File: src/rtl/uart_framer_pkg.sv
// Shared types and helpers for the UART sample framer.
package uart_framer_pkg;

    // Framer FSM states
    typedef enum logic [1:0] {
        IDLE  = 2'd0,
        LOAD  = 2'd1,
        REQ   = 2'd2,
        DRAIN = 2'd3
    } state_t;

    // Bytes per frame: sync, seq, sample high, sample low, checksum
    localparam int C_FRAME_LEN = 5;

    // Frame checksum: XOR of the sequence byte and both sample bytes
    function automatic logic [7:0] frame_checksum(input logic [7:0] seq_b,
                                                  input logic [15:0] smp);
        return seq_b ^ smp[15:8] ^ smp[7:0];
    endfunction

endpackage

File: src/rtl/sync_fifo.sv
// Single-clock FIFO. Read data is the head entry, valid in the same cycle
// as the pop. Pointers carry one extra wrap bit so full and empty differ.
module sync_fifo #(
    parameter int W     = 16,
    parameter int DEPTH = 8
) (
    input  logic         clk,
    input  logic         rst,
    input  logic         wr_en,
    input  logic [W-1:0] wr_data,
    input  logic         rd_en,
    output logic [W-1:0] rd_data,
    output logic         full,
    output logic         empty
);
    localparam int AW = $clog2(DEPTH);

    logic [W-1:0] mem_q [DEPTH];
    logic [AW:0]  wr_ptr_q;
    logic [AW:0]  rd_ptr_q;
    logic         do_rd;
    logic         do_wr;

    assign empty   = (wr_ptr_q == rd_ptr_q);
    assign full    = (wr_ptr_q[AW] != rd_ptr_q[AW]) &&
                     (wr_ptr_q[AW-1:0] == rd_ptr_q[AW-1:0]);
    assign rd_data = mem_q[rd_ptr_q[AW-1:0]];
    assign do_rd   = rd_en && !empty;
    // A pop in the same cycle frees a slot, so a write into a full FIFO succeeds
    assign do_wr   = wr_en && (!full || do_rd);

    // Pointer update
    always_ff @(posedge clk) begin
        if (rst) begin
            wr_ptr_q <= '0;
            rd_ptr_q <= '0;
        end else begin
            if (do_wr) wr_ptr_q <= wr_ptr_q + 1'b1;
            if (do_rd) rd_ptr_q <= rd_ptr_q + 1'b1;
        end
    end

    // Storage write; contents need no reset since pointers define validity
    always_ff @(posedge clk) begin
        if (do_wr) mem_q[wr_ptr_q[AW-1:0]] <= wr_data;
    end

endmodule

File: src/rtl/uart_sample_framer.sv
// Buffers ADC samples and emits each as a 5-byte frame
// (sync, seq, S[15:8], S[7:0], checksum) over the tx data/send/busy handshake.
// Handshake: tx_send rises with tx_data stable and stays high until tx_busy
// is seen high; the framer then waits for tx_busy low before the next byte.
module uart_sample_framer
    import uart_framer_pkg::*;
#(
    parameter int         C_SAMPLE_WIDTH = 16,
    parameter int         C_FIFO_DEPTH   = 8,
    parameter logic [7:0] C_SYNC_BYTE    = 8'hA5,
    parameter int         C_ACK_TIMEOUT  = 1024
) (
    input  logic                      clk,
    input  logic                      rst,
    input  logic [C_SAMPLE_WIDTH-1:0] sample_data,
    input  logic                      sample_valid,
    input  logic                      clear,
    output logic [7:0]                tx_data,
    output logic                      tx_send,
    input  logic                      tx_busy,
    input  logic                      tx_error,
    output logic                      frame_active,
    output logic                      overflow,
    output logic [7:0]                drop_count,
    output logic                      err_timeout,
    output logic [7:0]                seq,
    output logic [1:0]                dbg_state
);
    localparam int         TW   = $clog2(C_ACK_TIMEOUT + 1);
    localparam logic [TW-1:0] TMAX = TW'(C_ACK_TIMEOUT - 1);

    state_t        state_q;
    logic [2:0]    idx_q;
    logic [15:0]   smp_q;
    logic [7:0]    seq_q;
    logic [7:0]    tx_data_q;
    logic [7:0]    tx_data_d;
    logic          tx_send_q;
    logic          frame_active_q;
    logic          err_q;
    logic          overflow_q;
    logic [7:0]    drop_count_q;
    logic [TW-1:0] timer_q;

    logic [15:0]   sample_ext;
    logic [15:0]   fifo_rd_data;
    logic          fifo_full;
    logic          fifo_empty;
    logic          pop;
    logic          drop;

    assign sample_ext = 16'($signed(sample_data));
    assign pop        = (state_q == IDLE) && !fifo_empty && !tx_error;
    assign drop       = sample_valid && fifo_full && !pop;

    sync_fifo #(
        .W     (16),
        .DEPTH (C_FIFO_DEPTH)
    ) u_fifo (
        .clk     (clk),
        .rst     (rst),
        .wr_en   (sample_valid),
        .wr_data (sample_ext),
        .rd_en   (pop),
        .rd_data (fifo_rd_data),
        .full    (fifo_full),
        .empty   (fifo_empty)
    );

    // Select the frame byte for the current index
    always_comb begin
        tx_data_d = C_SYNC_BYTE;
        case (idx_q)
            3'd0:    tx_data_d = C_SYNC_BYTE;
            3'd1:    tx_data_d = seq_q;
            3'd2:    tx_data_d = smp_q[15:8];
            3'd3:    tx_data_d = smp_q[7:0];
            default: tx_data_d = frame_checksum(seq_q, smp_q);
        endcase
    end

    // Framer FSM with registered handshake outputs; tx_error aborts from any state
    always_ff @(posedge clk) begin
        if (rst) begin
            state_q        <= IDLE;
            idx_q          <= '0;
            smp_q          <= '0;
            seq_q          <= '0;
            tx_data_q      <= '0;
            tx_send_q      <= 1'b0;
            frame_active_q <= 1'b0;
            err_q          <= 1'b0;
            timer_q        <= '0;
        end else begin
            if (clear) err_q <= 1'b0;
            if (tx_error) begin
                err_q          <= 1'b1;
                tx_send_q      <= 1'b0;
                frame_active_q <= 1'b0;
                state_q        <= IDLE;
            end else begin
                case (state_q)
                    IDLE: begin
                        if (!fifo_empty) begin
                            smp_q          <= fifo_rd_data;
                            idx_q          <= '0;
                            frame_active_q <= 1'b1;
                            state_q        <= LOAD;
                        end
                    end
                    LOAD: begin
                        tx_data_q <= tx_data_d;
                        timer_q   <= '0;
                        state_q   <= REQ;
                    end
                    REQ: begin
                        // Busy only counts as an ack once our request is visible
                        if (!tx_send_q) begin
                            tx_send_q <= 1'b1;
                        end else if (tx_busy) begin
                            tx_send_q <= 1'b0;
                            state_q   <= DRAIN;
                        end else if (timer_q == TMAX) begin
                            err_q          <= 1'b1;
                            tx_send_q      <= 1'b0;
                            frame_active_q <= 1'b0;
                            state_q        <= IDLE;
                        end else begin
                            timer_q <= timer_q + 1'b1;
                        end
                    end
                    DRAIN: begin
                        if (!tx_busy) begin
                            if (idx_q == 3'(C_FRAME_LEN - 1)) begin
                                seq_q          <= seq_q + 8'd1;
                                frame_active_q <= 1'b0;
                                state_q        <= IDLE;
                            end else begin
                                idx_q   <= idx_q + 3'd1;
                                state_q <= LOAD;
                            end
                        end
                    end
                    default: state_q <= IDLE;
                endcase
            end
        end
    end

    // Sticky overflow and saturating drop counter; a drop beats a same-cycle clear
    always_ff @(posedge clk) begin
        if (rst) begin
            overflow_q   <= 1'b0;
            drop_count_q <= '0;
        end else begin
            if (clear) begin
                overflow_q   <= 1'b0;
                drop_count_q <= '0;
            end
            if (drop) begin
                overflow_q <= 1'b1;
                if (clear)
                    drop_count_q <= 8'd1;
                else if (drop_count_q != 8'hFF)
                    drop_count_q <= drop_count_q + 8'd1;
            end
        end
    end

    assign tx_data      = tx_data_q;
    assign tx_send      = tx_send_q;
    assign frame_active = frame_active_q;
    assign overflow     = overflow_q;
    assign drop_count   = drop_count_q;
    assign err_timeout  = err_q;
    assign seq          = seq_q;
    assign dbg_state    = state_q;

endmodule

File: config.mk
export PLATFORM = sky130hd
export DESIGN_NAME = uart_sample_framer
export DESIGN_NICKNAME = d
export VERILOG_FILES = /design/src/rtl/uart_framer_pkg.sv /design/src/rtl/sync_fifo.sv /design/src/rtl/uart_sample_framer.sv
export SDC_FILE = /design/constraint.sdc
export NUM_CORES = 1
export LEC_CHECK = 0
export CAP_MARGIN = 0
export CORE_MARGIN = 5
export CORE_UTILIZATION = 30
export DETAILED_ROUTE_END_ITERATION = 16
export PLACE_DENSITY_LB_ADDON = 0.05
export SLEW_MARGIN = 20
export SYNTH_ARGS = -nofsm -noshare
export SYNTH_HDL_FRONTEND = slang
export SYNTH_SLANG_ARGS = --single-unit
File: constraint.sdc
create_clock -name clk -period 8.45 [get_ports clk]
set_input_delay 1.69 -clock clk [delete_from_list [all_inputs] [get_ports clk]]
set_output_delay 1.69 -clock clk [all_outputs]
set_load 0.02 [all_outputs]
==> impl_metrics.tcl <==
set metrics [dict create \
    ir_worst_vdd_mv 0.106 \
    cp_cell_sequence "clkdlybuf4s50_1, or3_1, nand2_4, o21ai_2, nor3_2, buf_4" \
    worstPathRequired_ns 8.56 \
    vias 5009 \
    critPathLaunch "tx_error" \
    setup_violations 0 \
    area_growth_pct 17.7 \
    gp_congestion 0.723 \
    cts_setup_buffers 0 \
    maxCapViolCount 0 \
    tns_ns 0 \
    synth_edf_count 128 \
    cts_max_level 4 \
    synth_area_um2 8430 \
    start_util_pct 30.3 \
    io_buffer_count 51 \
    fp-row-count 61 \
    fp.dieArea_um2 31600 \
    cts_hold_buf 0 \
    cp_slowest_cell "clkdlybuf4s50_1" \
    crit_end "u_fifo.mem_q[1][3]$_DFFE_PP_" \
    synth_compound_area_share_pct 8.95 \
    cts_tree "yes" \
    cp-start-kind "input pin" \
    hp-start "tx_data[0]$_SDFFE_PP0P_" \
    powerDensity_nw_per_um2 225 \
    rsz0062_at_grt "no" \
    synth.distinct_cells 65 \
    track_usage_pct 12.5 \
    slowest_delay_ns 0.69 \
    ff2ff_setup_slack_ns 6.00 \
    hold_violations 0 \
    syn_avg_cell_area_um2 14.2 \
    wl_per_cell_um 18.5 \
    synthTopCellsByCount "edfxtp_1 (128), nor2_1 (76), dfxtp_1 (68)" \
    grt_max_degree 57 \
    ys.flop_type "edfxtp_1" \
    drcViolationCount 0 \
    fmax_mhz 265 \
    synthSimpleGateAreaFrac_pct 10.5 \
    die_h_um 178 \
    hold_slack_ns 0.464 \
    io_pins 52 \
    report.final.slew_viol_count 0 \
    synthTopCellsByArea "edfxtp_1 (46%), dfxtp_1 (16%), mux4_2 (8.5%)" \
    path_max_fanout 16 \
    synth_nets 626 \
    core_area_um2 27800 \
    clk_pin_slew_worst_paths_ns 0.07 \
    cts_made_buffers 17 \
    yosys_warnings 0 \
    final_antenna_net_count 0 \
    drtIter0Drc 264 \
    hp-class "flip-flop to flip-flop" \
    antenna_cells 0 \
    synth_fa_ha_area_share_pct 1.48 \
    finalCritPeriodShare_pct 44.7 \
    ys_seq_area_share_pct 61.7 \
    cp.arrival_ns 3.89 \
    fin_worst_skew_ns 0.0129 \
    crit_type "input pin to flip-flop" \
    synth_top_cell_area_share_pct 45.6 \
    grt-ovfl-total 0 \
    synth_top_area_cell "edfxtp_1" \
    rr_endpoint "u_fifo.mem_q[1][3]$_DFFE_PP_" \
    clock_path_buffers 2 \
    synth_top_family_by_area "multiplexers" \
    synth-xor-area-share_pct 3.83 \
    clock_latency_ns 0.44 \
    timing.rr.start "u_fifo.rd_ptr_q[0]$_SDFFE_PP0P_" \
    ys_ff_latch 196 \
    post-dp-hpwl_um 12700 \
    outcome "finished clean" \
    clock-root-buffer "clkbuf_16" \
    slew_headroom_pct 31.0 \
    synth.most_common_cell "edfxtp_1" \
    synthCells 594 \
    async_flop_share_pct 0 \
    die_x_um 178 \
    tightest_slew_ns 1.03 \
    cts_resized 0 \
    nets 674 \
    antenna_found_initial 0 \
    p_leak_nw 3.11 \
    fin_crit_ns 3.77 \
    worst_setup_path_end_kind "flip-flop" \
    drive_gt1_share_pct 18.6 \
    drt_first_pass_iters 5 \
    grt_pass1_vias 5058 \
    reg2reg_depth 6 \
    grt_pass1_wl_um 29900 \
    drt-total-wl_um 19100 \
    synth_mux_area_share_pct 10.9 \
    clkSinkCount 196 \
    multi_input_area_um2 3040 \
    viasPerCell 4.85 \
    register_area_um2 5210 \
    fillers 2684 \
]
-- report_power, final --
part | internal, mW | switching [mW] | total (mW) | leakage (nW)
clock network | 0.396 | 0.402 | 0.798 | 0.284
registers | 1.06 | 0.0349 | 1.10 | 1.72
logic | 0.144 | 0.191 | 0.335 | 1.11
total | 1.60 | 0.628 | 2.23 | 3.11
-- per-stage QoR --
| step | util [%] | worst slack [ns] | std cells | total power, mW | instance area, um2 |
|---|---|---|---|---|---|
| final | 35.7 | 4.68 | 1033 | 2.23 | 9920 |
| after global routing | 35.7 | 4.48 | 1033 | 2.34 | 9920 |
| after detailed placement | 33.6 | 4.22 | 1001 | 1.46 | 9340 |
| after CTS | 35.7 | 4.67 | 1033 | 2.27 | 9920 |
| after global placement | 33.6 | 4.26 | 1001 | 1.46 | 9340 |
| after floorplan | - | 4.09 | 594 | 1.37 | 8430 |
-- state kept, by name (all words and copies together), names as in the netlist --
name / cells
err_timeout: 1
tx_data: 8
idx_q: 3
frame_active: 1
tx_send: 1
drop_count: 8
overflow: 1
seq: 8
smp_q: 16
timer_q: 11
u_fifo.wr_ptr_q: 4
dbg_state: 2
u_fifo.mem_q: 128
u_fifo.rd_ptr_q: 4
-- kinds of logic (layout without fill, tap and decap cells) --
group                      count (synthesis)  count (layout)
adders and majority gates                 10              10
AOI/OAI and AO/OA                         87              87
DFF                                      196             196
and+or+nand+nor                          171             171
muxes                                     52              52
buffers and inverters                     42             103
xor gates and xnor gates                  36              36
-- critical path, delay by kind of cell --
family,cells,cell delay [ns]
and+or+nand+nor,3,1.06
AOI/OAI and AO/OA,1,0.15
buffers and inverters,2,0.97
-- area by class of cell --
type	instances	area share (%)
Clock buffer	18	4.33
Clock inverter	14	1.50
Inverter	8	0.303
Multi-Input combinational cell	356	30.6
Sequential cell	196	52.5
Tap cell	378	4.77
Timing Repair Buffer	63	6.00
-- how the worst min path moves through the flow --
stage	end	slack, ns	cells past startpoint
finish	tx_data[0]$_SDFFE_PP0P_	0.46	2
global route	overflow$_SDFFE_PP0P_	0.52	2
CTS	tx_data[0]$_SDFFE_PP0P_	0.47	2
detailed placement	tx_data[0]$_SDFFE_PP0P_	0.45	2
global placement	tx_data[0]$_SDFFE_PP0P_	0.45	2
floorplan	tx_data[2]$_SDFFE_PP0P_	0.46	2
-- placed cells by master (no fill, tap or decap), drive strengths merged, types with 10 or more instances in the layout --
cell type / netlist / layout
buf: 17 / 13
mux4: 32 / 32
nor2: 77 / 77
nand3: 10 / 10
a21oi: 11 / 11
o21ai: 15 / 15
mux2i: 20 / 20
clkdlybuf4s50: 0 / 50
inv: 8 / 16
clkbuf: 17 / 18
dfxtp: 68 / 68
xor2: 17 / 17
nand2: 25 / 25
xnor2: 19 / 19
ha: 10 / 10
nor3: 12 / 12
a211oi: 24 / 24
edfxtp: 128 / 128
-- routing by layer --
layer	share of wire [%]	global-route usage, %	up-vias
met5	0	0	-
met4	1.3	3.90	0
met3	3.9	2.71	14
met2	47	20.2	127
met1	47	17.0	2505
li1	-	-	2363
(Power assumes the default switching activity.)
